`src/rtl/lzc_pkg.sv`:
```
// Shared definitions for the leading-zero-count stimulus generator.
// Holds the generator state encoding, the LFSR polynomial and default seed,
// and helpers to step the LFSR and to build one data beat of a frame.
package lzc_pkg;

  typedef enum logic [1:0] {IDLE, SETUP, SEND, WAIT} state_t;

  // x^16 + x^14 + x^13 + x^11 + 1 expressed as state bits 15, 13, 12, 10
  localparam logic [15:0] LFSR_TAPS    = 16'hB400;
  localparam logic [15:0] DEFAULT_SEED = 16'hACE1;

  // Widest beat the beat builder can produce
  localparam int MAX_WIDTH = 16;

  // One Fibonacci step: shift left, XOR of the tapped bits enters at bit 0
  function automatic logic [15:0] lfsrStep(input logic [15:0] cur);
    return {cur[14:0], ^(cur & LFSR_TAPS)};
  endfunction

  // Builds beat k of a frame whose leading run of polarity r is n bits long.
  // Frame bit b = k*width + j counts from the beat MSB (j = 0). Bits before
  // the run end copy r, the terminating bit is ~r, and every later bit takes
  // the LFSR bit sitting at the same position in the beat.
  function automatic logic [MAX_WIDTH-1:0] buildBeat(input int width, input int n,
                                                     input logic r, input int k,
                                                     input logic [15:0] lfsr);
    logic [MAX_WIDTH-1:0] beat;
    int                   b;
    beat = '0;
    for (int p = 0; p < MAX_WIDTH; p++) begin
      if (p < width) begin
        b = k * width + (width - 1 - p);
        if (b < n)       beat[p] = r;
        else if (b == n) beat[p] = ~r;
        else             beat[p] = lfsr[p];
      end
    end
    return beat;
  endfunction

endpackage

```
`src/rtl/lzc_lfsr16.sv`:
```
// 16-bit Fibonacci LFSR used as the random fill source for stimulus frames.
// Ports:
//   i_clk     - clock, rising edge
//   i_load    - load SEED (takes priority over i_advance)
//   i_advance - step the register once
//   o_state   - current 16-bit LFSR value
module lzc_lfsr16
  import lzc_pkg::*;
#(
  parameter logic [15:0] SEED = DEFAULT_SEED
) (
  input  logic        i_clk,
  input  logic        i_load,
  input  logic        i_advance,
  output logic [15:0] o_state
);

  logic [15:0] r_state;

  // Loading wins so that a reset arriving mid-frame always restarts the
  // random sequence from the seed, regardless of any pending advance.
  always_ff @(posedge i_clk) begin
    if (i_load) begin
      r_state <= SEED;
    end else if (i_advance) begin
      r_state <= lfsrStep(r_state);
    end
  end

  assign o_state = r_state;

endmodule

```
`src/rtl/lzc_stim_gen.sv`:
```
// Stimulus generator and result checker for the leading-zero-count engine.
// Accepts a requested run length, emits a WORD-beat frame whose leading run
// has that length, then checks the count the engine returns.
// Ports:
//   CLK, RST            - clock and synchronous active-high reset
//   REQ_VALID/REQ_READY - request handshake; REQ_ZEROS run length, REQ_MODE polarity
//   DATA_VALID, DATA    - beats toward the engine, most-significant beat first
//   MODE                - frame polarity, stable for the whole frame
//   ZEROS_VALID/ZEROS_IN- engine result strobe and count
//   RES_PASS/RES_FAIL/RES_TIMEOUT - one-cycle verdict pulses
//   PASS_CNT/FAIL_CNT   - saturating verdict counters (timeouts count as fails)
module lzc_stim_gen
  import lzc_pkg::*;
#(
  parameter int          WIDTH   = 8,
  parameter int          WORD    = 4,
  parameter int          ZW      = 6,
  parameter logic [15:0] SEED    = DEFAULT_SEED,
  parameter int          TIMEOUT = 16
) (
  input  logic             CLK,
  input  logic             RST,
  input  logic             REQ_VALID,
  output logic             REQ_READY,
  input  logic [ZW-1:0]    REQ_ZEROS,
  input  logic             REQ_MODE,
  output logic             DATA_VALID,
  output logic [WIDTH-1:0] DATA,
  output logic             MODE,
  input  logic             ZEROS_VALID,
  input  logic [ZW-1:0]    ZEROS_IN,
  output logic             RES_PASS,
  output logic             RES_FAIL,
  output logic             RES_TIMEOUT,
  output logic [15:0]      PASS_CNT,
  output logic [15:0]      FAIL_CNT
);

  localparam int            BW      = $clog2(WORD + 1);
  localparam int            TW      = $clog2(TIMEOUT + 1);
  localparam logic [ZW-1:0] FRAME_N = ZW'(WIDTH * WORD);

  state_t           r_state;
  state_t           w_nextState;
  logic             r_reqReady;
  logic [ZW-1:0]    r_n;
  logic             r_mode;
  logic [BW-1:0]    r_beat;
  logic [TW-1:0]    r_wait;
  logic             r_dataValid;
  logic [WIDTH-1:0] r_data;
  logic             r_pass;
  logic             r_fail;
  logic             r_timeout;
  logic [15:0]      r_passCnt;
  logic [15:0]      r_failCnt;

  logic             w_accept;
  logic [ZW-1:0]    w_clampN;
  logic             w_lastBeat;
  logic             w_timeoutHit;
  logic             w_loadBeat;
  logic             w_resPass;
  logic             w_resFail;
  logic             w_resTimeout;
  logic [WIDTH-1:0] w_beat;
  logic [15:0]      w_lfsr;

  lzc_lfsr16 #(.SEED(SEED)) uLfsr (
    .i_clk    (CLK),
    .i_load   (RST),
    .i_advance(w_loadBeat),
    .o_state  (w_lfsr)
  );

  // REQ_READY is a register, so the accept qualifier also keeps the cycle
  // straight after reset from taking a request before READY is visible.
  assign w_accept     = (r_state == IDLE) && r_reqReady && REQ_VALID;
  assign w_clampN     = (REQ_ZEROS > FRAME_N) ? FRAME_N : REQ_ZEROS;
  assign w_lastBeat   = (r_beat == BW'(WORD));
  assign w_timeoutHit = (r_wait == TW'(TIMEOUT - 1));

  // State register: the only place the FSM state is updated.
  always_ff @(posedge CLK) begin
    if (RST) begin
      r_state <= IDLE;
    end else begin
      r_state <= w_nextState;
    end
  end

  // Next-state logic. In WAIT the strobe is tested before the timeout so a
  // result arriving on the final wait cycle still gets compared.
  always_comb begin
    w_nextState = r_state;
    case (r_state)
      IDLE:    if (w_accept) w_nextState = SETUP;
      SETUP:   w_nextState = SEND;
      SEND:    if (w_lastBeat) w_nextState = WAIT;
      WAIT:    if (ZEROS_VALID || w_timeoutHit) w_nextState = IDLE;
      default: w_nextState = IDLE;
    endcase
  end

  // Output decode. Every output is registered, so these are the values the
  // output registers take at the coming edge; a beat is loaded whenever the
  // FSM is heading into (or staying in) SEND, and that is also when the LFSR
  // steps, so each beat sees the LFSR value before its own advance.
  always_comb begin
    w_loadBeat   = (w_nextState == SEND);
    w_resPass    = (r_state == WAIT) && ZEROS_VALID && (ZEROS_IN == r_n);
    w_resFail    = (r_state == WAIT) && ZEROS_VALID && (ZEROS_IN != r_n);
    w_resTimeout = (r_state == WAIT) && !ZEROS_VALID && w_timeoutHit;
    w_beat       = WIDTH'(buildBeat(WIDTH, int'(r_n), r_mode, int'(r_beat), w_lfsr));
  end

  // Datapath and output registers: latched request, beat/wait counters,
  // registered stream outputs, verdict pulses and saturating counters.
  always_ff @(posedge CLK) begin
    if (RST) begin
      r_reqReady  <= 1'b0;
      r_n         <= '0;
      r_mode      <= 1'b0;
      r_beat      <= '0;
      r_wait      <= '0;
      r_dataValid <= 1'b0;
      r_data      <= '0;
      r_pass      <= 1'b0;
      r_fail      <= 1'b0;
      r_timeout   <= 1'b0;
      r_passCnt   <= '0;
      r_failCnt   <= '0;
    end else begin
      r_reqReady  <= (w_nextState == IDLE);
      r_dataValid <= w_loadBeat;
      r_data      <= w_loadBeat ? w_beat : '0;
      r_pass      <= w_resPass;
      r_fail      <= w_resFail;
      r_timeout   <= w_resTimeout;
      r_wait      <= (r_state == WAIT) ? r_wait + TW'(1) : '0;
      if (w_accept) begin
        r_n    <= w_clampN;
        r_mode <= REQ_MODE;
        r_beat <= '0;
      end else if (w_loadBeat) begin
        r_beat <= r_beat + BW'(1);
      end
      if (w_resPass && (r_passCnt != 16'hFFFF)) begin
        r_passCnt <= r_passCnt + 16'd1;
      end
      if ((w_resFail || w_resTimeout) && (r_failCnt != 16'hFFFF)) begin
        r_failCnt <= r_failCnt + 16'd1;
      end
    end
  end

  assign REQ_READY   = r_reqReady;
  assign DATA_VALID  = r_dataValid;
  assign DATA        = r_data;
  assign MODE        = r_mode;
  assign RES_PASS    = r_pass;
  assign RES_FAIL    = r_fail;
  assign RES_TIMEOUT = r_timeout;
  assign PASS_CNT    = r_passCnt;
  assign FAIL_CNT    = r_failCnt;

endmodule

```
`config.mk`:
```
export PLATFORM = sky130hd
export DESIGN_NAME = lzc_stim_gen
export DESIGN_NICKNAME = d
export VERILOG_FILES = /design/src/rtl/lzc_pkg.sv /design/src/rtl/lzc_lfsr16.sv /design/src/rtl/lzc_stim_gen.sv
export SDC_FILE = /design/constraint.sdc
export NUM_CORES = 1
export LEC_CHECK = 0
export CORE_MARGIN = 4
export CORE_UTILIZATION = 38
export DETAILED_ROUTE_END_ITERATION = 10
export GPL_TIMING_DRIVEN = 0
export SYNTH_ARGS = -nofsm -noshare
export SYNTH_HDL_FRONTEND = slang
export SYNTH_SLANG_ARGS = --single-unit
```
`constraint.sdc`:
```
create_clock -name CLK -period 2 [get_ports CLK]
set_clock_uncertainty 0.2 [all_clocks]
set_input_delay 0.2 -clock CLK [delete_from_list [all_inputs] [get_ports CLK]]
set_output_delay 0.2 -clock CLK [all_outputs]
set_load 0.01 [all_outputs]
```
==> results.md, run 1 <==
* Outcome: finished, violations left
* Failing checks: setup timing
* Placement-stage worst setup slack at -0.582 ns
* Mapped Cells at 437
* Mux share of post-synthesis cell area at 3.75%
* RSZ-0062 raised after global routing: yes
* WS Path Type: in2reg
* Mapped Area at 3800 um2
* Site row count at 36
* Yosys reg bits at 78
* Clock slew at reported path FFs at 0.08 ns
* Diode count at 0
* Maximum level of the CTS H-tree at 3
* Synth Area in Compound Gates at 18.2%
* YS warnings at 0
* Hold Path Class: in2reg
* Sequential-to-total area share from yosys stat at 41.1%
* Main combinational cell family by area after synthesis: simple AND/OR/NAND/NOR gates
* Share of the clock period used by the worst path at 107%
* Iter 0 DRT Violations at 164
* Global-route wire length before repair at 17.2 mm
* CTS sink cnt at 78
* First-pass iteration count of the detailed router at 4
* Clock Tree Buf Depth at 2
* Final Routed Wirelength at 10.7 mm
* XOR/XNOR share of the synthesized area at 3.49%
* Max transition margin at 58.5%
* Die width at 108 um
* Shortest period the worst path allows at 2.15 ns
* Total global routing overflow at 0
* FMAX at 0.465 GHz
* Die Height at 108 um
* Final Power at 0.00343 W
* Worst-margin pin slew at 0.623 ns
* FFs w/ async S/R, synth at 0%
* Vias/cell at 5.45
* CP Launch Type: primary input
* WP data required at 2.08 ns
* I/O pin total at 63
* Synth Area in Simple Gates at 25.0%
* CP arrival at 2.23 ns
* Num CTS Buffers at 9
* Vias in the first global route at 3,656
* Root Driver: clkbuf_8
* Netlist cell types at 52
* Number of synthesized flops with an enable pin at 0
* Crit path max fanout at 5
* Antenna violations before repair at 0
* Syn avg cell area at 8.69 um2
* Largest net degree at the start of global routing at 13
* Layout net count at 575
* ANT nets after route at 0
* Layout cells sized above 1 at 30.6%
* Initial Utilization at 38.9%
* Hpwl dp at 6.86 mm
* Final Util at 59.1%
* Core ar. at 9770 um2
* Adder-cell area share of the yosys netlist at 3.29%
* Area Overhead vs Synth at 52.0%
* Routability Congestion at 0.878
* Pwr Density at 594 nW/um2
* Vias post-DR at 3,739
* Worst hold margin at 0.168 ns
* CP Capture Type: flip-flop
* Final Max Slew Viols at 0
* Ys flop type: dfxtp_1
* Post-Syn Nets at 464
* Die Footprint at 11,700 um2
* Leak at 1.99 nW
* Port Buffer Count at 61
* Worst-Skew Late Latency at 0.35 ns
* Final Setup Violations at 31
* Hold_buf cts at 0
* Gr usage total at 18.2%
* DR DRC count at 0
* Final WS setup at -0.150 ns
* Max-cap violations at 0
* Max VDD drop at 0.000327 V
* Final hold vios at 0
* Wirelength per Cell at 15.6 um
* CTS tree: yes
path summary, 6_finish.rpt:
kind	from	cells past startpoint	slack, ns	to
max	ZEROS_IN[1]	7	-0.15	PASS_CNT[14]
max reg2reg	r_wait[0]	9	-0.15	FAIL_CNT[10]
min	RST	3	0.17	PASS_CNT[8]
min reg2reg	uLfsr.o_state[11]	1	0.27	uLfsr.o_state[11]
flip-flops by register name (all words and copies together), names as in the netlist, 2 cells and up:
| name | count |
|---|---|
| PASS_CNT | 16 |
| r_wait | 5 |
| r_n | 6 |
| FAIL_CNT | 16 |
| r_state | 2 |
| DATA | 8 |
| uLfsr.o_state | 16 |
| r_beat | 3 |
cell type report:
| cell class | instances | area [um2] |
|---|---|---|
| Multi-Input combinational cell | 315 | 2580 |
| Clock buffer | 13 | 149 |
| Timing Repair Buffer | 102 | 948 |
| Clock inverter | 3 | 67.6 |
| Tap cell | 133 | 166 |
| Inverter | 20 | 75.1 |
| Fill cell | 879 | 4000 |
| Sequential cell | 78 | 1600 |
| Buffer | 22 | 185 |
kinds of logic after synthesis:
logic type	Yosys count
AOI/OAI and AO/OA	106
adders and majority gates	10
xor gates and xnor gates	13
and+or+nand+nor	172
buffers and inverters	44
DFF	78
muxes	14
power breakdown:
part / switching [W] / internal [W] / leakage [nW]
clock: 0.000564 / 0.000740 / 0.104
combinational: 0.000245 / 0.000247 / 1.24
sequential: 0.0000443 / 0.00159 / 0.644
critical path, stage by stage:
cell and delay, ns:
clkdlybuf4s50_1 0.55, xnor2_4 0.14, nand3_2 0.12, or3_4 0.46
buf_6 0.15, or4_4 0.47, a21oi_2 0.14
metal layers:
layer  GRT usage [%]  share of wire [%]  vias to the layer above
met5               0                  0                        -
met4            6.49                2.6                        0
met3            4.30                4.4                       24
met2            31.1                 49                       89
met1            22.3                 44                     1805
li1                -                  -                     1821
cells in the final DEF (no fill, tap or decap), drive strengths merged, types with 5 or more instances in the layout:
cell type,n
dfxtp,78
clkdlybuf4s50,61
buf,50
nor2,40
a21oi,40
clkbuf,26
nand2,22
or4,21
o31ai,21
inv,20
nand3,20
nor2b,13
o21ai,13
mux2i,12
nor3,12
xnor2,12
ha,10
or3,9
a211o,8
nor3b,6
a311oi,6
nand2b,5
nand4,5
or2,5
per-stage QoR:
| step | instance area [um2] | TNS, ns | std cells |
|---|---|---|---|
| global route | 5770 | -5.28 | 686 |
| finish | 5770 | -2.63 | 686 |
| global placement | 4740 | -14.81 | 631 |
| floorplan | 3960 | -0.667 | 437 |
| detailed placement | 4740 | -16.13 | 631 |
| CTS | 5420 | -2.21 | 674 |
Yosys cell counts, drive strengths merged (6+ instances only):
cell,instances,area [um2]
dfxtp,78,1560
a21oi,40,200
nor2,40,150
nand2,22,82.6
o31ai,21,158
or4,21,158
inv,20,75.1
nand3,20,100
clkbuf,17,63.8
nor2b,13,81.3
o21ai,13,65.1
mux2i,12,120
nor3,12,65.1
xnor2,12,124
ha,10,125
or3,9,61.3
a211o,8,70.1
buf,7,53.8
a311oi,6,52.6
nor3b,6,45.0
timing repair:
action,in CTS,in global routing
buffers inserted,26,11
pin swaps,36,26
gates cloned,2,2
gates resized for setup,54,63
endpoints found under the setup margin,49,50
(Power assumes the default switching activity.)
==> inputs of run 2 (changes only) <==
Settings changed: CORE_ASPECT_RATIO set to 0.9, CORE_UTILIZATION 38 to 45, PLACE_DENSITY set to 0.72.
==> run 2 against run 1 <==
Clock power is 12% higher; via count rose by 0.45%; sequential share of layout area is 0.074 points lower; fmax shrank 1.1%; cell count fell by 6.1%; the run still ends with setup timing left; first-iteration DRC count up 6.7%; final area increased by 0.35%; power grew 4.4%; global-route usage up 2.0 points; setup slack got worse by 0.024 ns; die area is 14% lower; largest cell class unchanged.
==> results.md, run 2 (synthesis results as in run 1) <==
* Outcome: finished, violations left
* Failing checks: setup timing
* CTS sink cnt at 78 (unchanged)
* Worst-margin pin slew at 0.654 ns (+0.0317 ns)
* Worst-Skew Late Latency at 0.36 ns (about the same)
* Layout cells sized above 1 at 31.6% (+1.0 points)
* WP data required at 2.09 ns (about the same)
* FMAX at 0.460 GHz (-1.1%)
* CTS tree: yes
* Global-route wire length before repair at 16.5 mm (-4.5%)
* CP Launch Type: primary input
* Clock slew at reported path FFs at 0.08 ns (about the same)
* Hpwl dp at 6.55 mm (-4.6%)
* Die width at 105 um (-2.9%)
* CP peak stage delay at 0.49 ns (-0.06 ns)
* Gr usage total at 20.2% (+2.0 points)
* FILL cells at 602 (-32%)
* Placed Cells at 597 (-5.4%)
* Core ar. at 8150 um2 (-17%)
* Sw frac at 23.8% (-1.1 points)
* Final Max Slew Viols at 0 (unchanged)
* Vias/cell at 5.83 (+7.0%)
* Diode count at 0 (unchanged)
* Final WS setup at -0.174 ns (-0.0237 ns)
* Routability Congestion at 0.868 (-1.1%)
* Hold_buf cts at 0 (unchanged)
* Crit path max fanout at 5 (unchanged)
* Clock Tree Buf Depth at 2 (unchanged)
* Vias in the first global route at 3,482 (-4.8%)
* Final Routed Wirelength at 10.8 mm (+1.4%)
* Pwr Density at 618 nW/um2 (+4.0%)
* Cell-by-cell trace of the critical path: clkdlybuf4s50_1 -> xnor2_4 -> nand4_4 -> or3_4 -> buf_6 -> or4_4 -> a21oi_2
* Logic pwr share at 13.5% (-0.8 points)
* Final Setup Violations at 29 (-6.5%)
* Maximum level of the CTS H-tree at 3 (unchanged)
* Die Height at 95.2 um (-12%)
* Iter 0 DRT Violations at 175 (+6.7%)
* Share of the clock period used by the worst path at 109% (+1.2 points)
* Top delay family on crit path: simple AND/OR/NAND/NOR gates
* Internal power at 0.00273 W (+5.9%)
* Worst Path Buf+Inv at 2 (unchanged)
* Total global routing overflow at 0 (unchanged)
* Die Footprint at 9980 um2 (-14%)
* Site row count at 31 (-14%)
* Max-cap violations at 0 (unchanged)
* Crit-path slowest cell: clkdlybuf4s50_1
* Most common cell after layout, fill and taps aside: clkdlybuf4s50_1
* CP arrival at 2.26 ns (+0.03 ns)
* Register share of total power at 45.7% (-2.0 points)
* Root Driver: clkbuf_8
* Layout net count at 567 (-1.4%)
* Hold Path Class: in2reg
* Storage cell area at 1610 um2 (about the same)
* Most frequent cells in the layout: 60 x clkdlybuf4s50_1, 55 x dfxtp_1, 36 x nor2_1, 27 x a21oi_1, 25 x buf_4
* Wirelength per Cell at 16.8 um (+8.0%)
* Leak at 1.99 nW (+0.22%)
* First-pass iteration count of the detailed router at 5 (+1)
* Vias post-DR at 3,756 (+0.45%)
* Num CTS Buffers at 9 (unchanged)
* Final Instance Count excl. Fillers at 644 (-6.1%)
* Max VDD drop at 0.000416 V (+27%)
* CP Capture Type: flip-flop
* Port Buffer Count at 61 (unchanged)
* DR DRC count at 0 (unchanged)
* Final hold vios at 0 (unchanged)
* Shortest period the worst path allows at 2.17 ns (+0.0237 ns)
* Switching pwr at 0.000852 W (-0.14%)
* Antenna violations before repair at 0 (unchanged)
* RSZ-0062 raised after global routing: yes
* Area Overhead vs Synth at 52.5%
* I/O pin total at 63 (unchanged)
* Max transition margin at 56.4% (-2.1 points)
* Footprint of the multi-input gates at 2650 um2 (+2.6%)
* Placed Area at 4700 um2 (-0.90%)
* Clock power frac at 40.9% (+2.9 points)
* Cell area after layout at 5790 um2 (+0.35%)
* ANT nets after route at 0 (unchanged)
* Initial Utilization at 46.6% (+7.8 points)
* Largest net degree at the start of global routing at 13 (unchanged)
* WS Path Type: in2reg
==> run 2: cell types whose count changed in the layout (fill, tap and decap cells not counted), sizes merged <==
cell           previous run  this run
buf                      50        42
dlygate4sd2               0         1
clkinvlp                  1         0
clkdlybuf4s50            61        60
bufinv                    2         3
==> run 2: layer usage <==
metal  up-vias  wire length, um  track usage (%)
met5         -                0                0
met4         0              154             8.42
met3        16              561             4.54
met2       104             5500             34.5
met1      1821             4630             24.9
li1       1815                -                -
==> run 2: through the flow <==
step                      power, W  utilization, %  hold slack [ns]  setup slack [ns]  setup TNS [ns]
after floorplan            0.00193               -           0.0761           -0.0949          -0.667
final                      0.00358            71.1            0.213            -0.174           -2.34
after CTS                  0.00356            66.1            0.161            -0.142           -1.36
after global routing       0.00372            71.1            0.239            -0.238           -4.53
after global placement     0.00205            57.6            0.229            -0.547          -13.48
after detailed placement   0.00206            57.6            0.237            -0.572          -15.21
==> run 2: cell type report <==
cell class,count,area share [%]
buffer,22,3.20
clock buffer,13,2.74
clock inverter,3,1.55
inverter,20,1.34
multi-input combinational,315,45.6
sequential,78,27.7
tap,99,2.14
timing repair buffer,94,15.7
==> run 2: worst reg2reg max path, cell delays in order (launching register included) <==
cell and delay (ns):
dfxtp_4 0.38, xnor2_4 0.17, nand4_4 0.12, or3_4 0.46, buf_6 0.16, or4_4 0.48, a21oi_2 0.14
==> run 2: power by group through the flow <==
| stage | logic, W | registers, W | clock network, W |
|---|---|---|---|
| 2_1_floorplan | 0.000270 | 0.00166 | 0 |
| 3_3_place_gp | 0.000380 | 0.00167 | 0 |
| 3_5_place_dp | 0.000387 | 0.00167 | 0 |
| 4_1_cts | 0.000435 | 0.00163 | 0.00149 |
| 5_1_grt | 0.000527 | 0.00164 | 0.00155 |
| 6_report | 0.000483 | 0.00164 | 0.00146 |
==> run 2: worst paths after layout <==
kind / depth (start not counted) / slack (ns) / endpoint / start
worst max register to register: 6 / -0.16 / PASS_CNT[2] / r_n[3]
worst max-delay path: 7 / -0.17 / PASS_CNT[2] / ZEROS_IN[3]
worst min-delay path: 3 / 0.21 / PASS_CNT[8] / RST
worst min register to register: 1 / 0.27 / uLfsr.o_state[11] / uLfsr.o_state[11]
==> run 2: timing repair <==
item                                    4_1_cts  5_1_grt
gates resized for setup                      56       85
setup buffers                                21       11
pin swaps                                    34       44
gates cloned                                  2        1
endpoints found under the setup margin       49       50
==> inputs of run 3 (changes only) <==
--- a/config.mk
+++ b/config.mk
@@ -10,5 +10,5 @@
 export CORE_UTILIZATION = 45
 export DETAILED_ROUTE_END_ITERATION = 10
-export GPL_TIMING_DRIVEN = 0
+export GPL_TIMING_DRIVEN = 1
 export PLACE_DENSITY = 0.72
 export SYNTH_ARGS = -nofsm -noshare
==> constraint.sdc (replaced) <==
create_clock -name CLK -period 2 [get_ports CLK]
set_clock_uncertainty 0.2 [all_clocks]
set_input_delay 0.2 -clock CLK [delete_from_list [all_inputs] [get_ports CLK]]
set_output_delay 0.2 -clock CLK [all_outputs]
set_load 0.02 [all_outputs]
==> run 3 against run 2 <==
The flow still finishes with violations (setup timing); critical path depth down 2; power fell by 12%; clock power down 28%; cell count is 2.3% higher; die area unchanged; combinational power shrank 3%; sequential power hardly changed; flip-flop and latch count unchanged; final area down 5.2%; clock-buffer cell count rose by 1; via count grew 1.4%; critical path type is now reg2reg.
==> results.md, run 3 (synthesis results as in run 1) <==
* Outcome: finished, violations left
* Antenna violations before repair at 0 (unchanged)
* Critical Path Source: r_n[3]
* Final WS setup at -0.172 ns (+0.00163 ns)
* Largest net degree at the start of global routing at 49 (+36)
* Area Overhead vs Synth at 44.7%
* Site row count at 31 (unchanged)
* Shortest period the worst path allows at 2.17 ns (-0.00163 ns)
* Global-route wire length before repair at 16.3 mm (-0.88%)
* Leak at 2.00 nW (about the same)
* Die Height at 95.2 um (unchanged)
* Placement-stage worst setup slack at -0.518 ns (+0.0536 ns)
* Placed Area at 4980 um2 (+6.2%)
* Vias in the first global route at 3,526 (+1.3%)
* Num CTS Buffers at 9 (unchanged)
* Final Max Slew Viols at 0 (unchanged)
* Hpwl dp at 6.71 mm (+2.5%)
* Min-Delay Endpoint: uLfsr.o_state[3]
* Root Driver: clkbuf_8
* Worst hold margin at 0.0398 ns (-0.174 ns)
* Storage cell area at 1600 um2 (-0.23%)
* Final Routed Wirelength at 10.1 mm (-6.6%)
* WS Path Type: reg2reg
* Switching pwr at 0.000814 W (-4.5%)
* Layout net count at 583 (+2.8%)
* Max VDD drop at 0.000477 V (+15%)
* R2R cell count at 5 (-1)
* Crit path max fanout at 8 (+3)
* Max-cap violations at 0 (unchanged)
* Hold Path Class: in2reg
* Register share of total power at 51.9% (+6.2 points)
* Die Footprint at 9980 um2 (unchanged)
* Gr usage total at 19.8% (-0.45 points)
* Clock Tree Buf Depth at 2 (unchanged)
* Worst Path Buf+Inv at 0 (-2)
* CP arrival at 2.20 ns (-0.06 ns)
* Top delay family on crit path: simple AND/OR/NAND/NOR gates
* WP data required at 2.03 ns (-0.06 ns)
* Final hold vios at 0 (unchanged)
* ANT nets after route at 0 (unchanged)
* Vias/cell at 5.78 (-0.87%)
* Maximum level of the CTS H-tree at 3 (unchanged)
* Failing checks: setup timing
* Routability Congestion at 0.795 (-8.4%)
* Vias post-DR at 3,810 (+1.4%)
* RSZ-0062 raised after global routing: yes
* FILL cells at 663 (+10%)
* Most frequent cells in the layout: 61 x clkdlybuf4s50_1, 61 x buf_4, 56 x dfxtp_1, 38 x nor2_1, 31 x a21oi_1
* FMAX at 0.460 GHz (about the same)
* Reg2reg end: PASS_CNT[8]
* Clock power frac at 33.2% (-7.7 points)
* Crit-path slowest cell: or3_4
* Worst-Skew Late Latency at 0.34 ns (-0.02 ns)
* Share of the clock period used by the worst path at 109% (about the same)
* CTS tree: yes
* DR DRC count at 0 (unchanged)
* Layout cells sized above 1 at 28.6% (-3.0 points)
* Cell area after layout at 5500 um2 (-5.2%)
* Total global routing overflow at 0 (unchanged)
* Initial Utilization at 46.6% (unchanged)
* CP peak stage delay at 0.48 ns (about the same)
* Final Setup Violations at 24 (-17%)
* Internal power at 0.00234 W (-14%)
* Port Buffer Count at 62 (+1.6%)
* R2R Path Start: r_n[3]
* First-pass iteration count of the detailed router at 6 (+1)
* Iter 0 DRT Violations at 228 (+30%)
* Core ar. at 8150 um2 (unchanged)
* Worst Hold Launch: RST
* Hold path depth at 2 (-1)
* Wirelength per Cell at 15.4 um (-8.8%)
* Sw frac at 25.8% (+2.1 points)
* Cell-by-cell trace of the critical path: xnor2_2 -> nand4_4 -> or3_4 -> nor4_2 -> mux2_1
* Clock slew at reported path FFs at 0.07 ns (about the same)
* Footprint of the multi-input gates at 2370 um2 (-10%)
* Logic pwr share at 14.9% (+1.4 points)
* CP Launch Type: flip-flop
* Max transition margin at 71.1% (+15 points)
* I/O pin total at 63 (unchanged)
* CP Capture Type: flip-flop
* Pwr Density at 573 nW/um2 (-7.3%)
* Reg2Reg Setup Slack at -0.17 ns (about the same)
* CTS sink cnt at 78 (unchanged)
* Worst-margin pin slew at 0.430 ns (-0.224 ns)
* Die width at 105 um (unchanged)
* Diode count at 0 (unchanged)
-- run 3: worst max-delay path by stage --
| stage | endpoint | cells past startpoint |
|---|---|---|
| after CTS | FAIL_CNT[8] | 9 |
| after floorplan | FAIL_CNT[5] | 6 |
| after detailed placement | PASS_CNT[8] | 6 |
| final | PASS_CNT[8] | 5 |
| after global routing | FAIL_CNT[10] | 9 |
| after global placement | PASS_CNT[4] | 6 |
-- run 3: worst register-to-register path: cells and delay by family (launching register included) --
family	cells	cell delay, ns
xor+xnor	1	0.20
flops	1	0.37
mux	1	0.36
simple gates	3	0.94
-- run 3: power groups by stage --
stage	Sequential, W	Clock [W]	Combinational, W
final	0.00163	0.00105	0.000469
after global routing	0.00164	0.00113	0.000507
after floorplan	0.00167	0	0.000270
after global placement	0.00167	0	0.000416
after detailed placement	0.00167	0	0.000427
after CTS	0.00163	0.00108	0.000443
-- run 3: repair_timing --
| item | CTS | global route |
|---|---|---|
| endpoints found under the setup margin | 35 | 46 |
| cloned | 2 | 0 |
| pin swaps | 15 | 11 |
| hold buffers | 0 | 0 |
| resized for setup | 18 | 37 |
| setup buffers | 6 | 7 |
-- run 3: cell type report --
cell class	instances	share of cell area, %
Inverter	20	1.37
Clock inverter	1	0.0911
Multi-Input combinational cell	317	43.2
Clock buffer	14	2.96
Tap cell	99	2.25
Timing Repair Buffer	130	21.0
Sequential cell	78	29.1
-- run 3: through the flow --
step | cells | setup TNS, ns | power, W | utilization [%]
5_1_grt | 659 | -5.26 | 0.00328 | 67.5
2_1_floorplan | 437 | -0.709 | 0.00194 | -
6_report | 659 | -2.35 | 0.00315 | 67.5
4_1_cts | 653 | -1.95 | 0.00315 | 64.8
3_5_place_dp | 630 | -10.32 | 0.00210 | 61.2
3_3_place_gp | 630 | -8.50 | 0.00208 | 61.2
-- run 3: routing by layer --
metal | global-route usage, % | part of all wire [%] | routed length [um] | vias up
li1 | - | - | - | 1844
met1 | 25.5 | 44 | 4450 | 1836
met2 | 33.7 | 49 | 4930 | 115
met3 | 4.87 | 6.2 | 630 | 15
met4 | 4.48 | 1.2 | 117 | 0
met5 | 0 | 0 | 0 | -
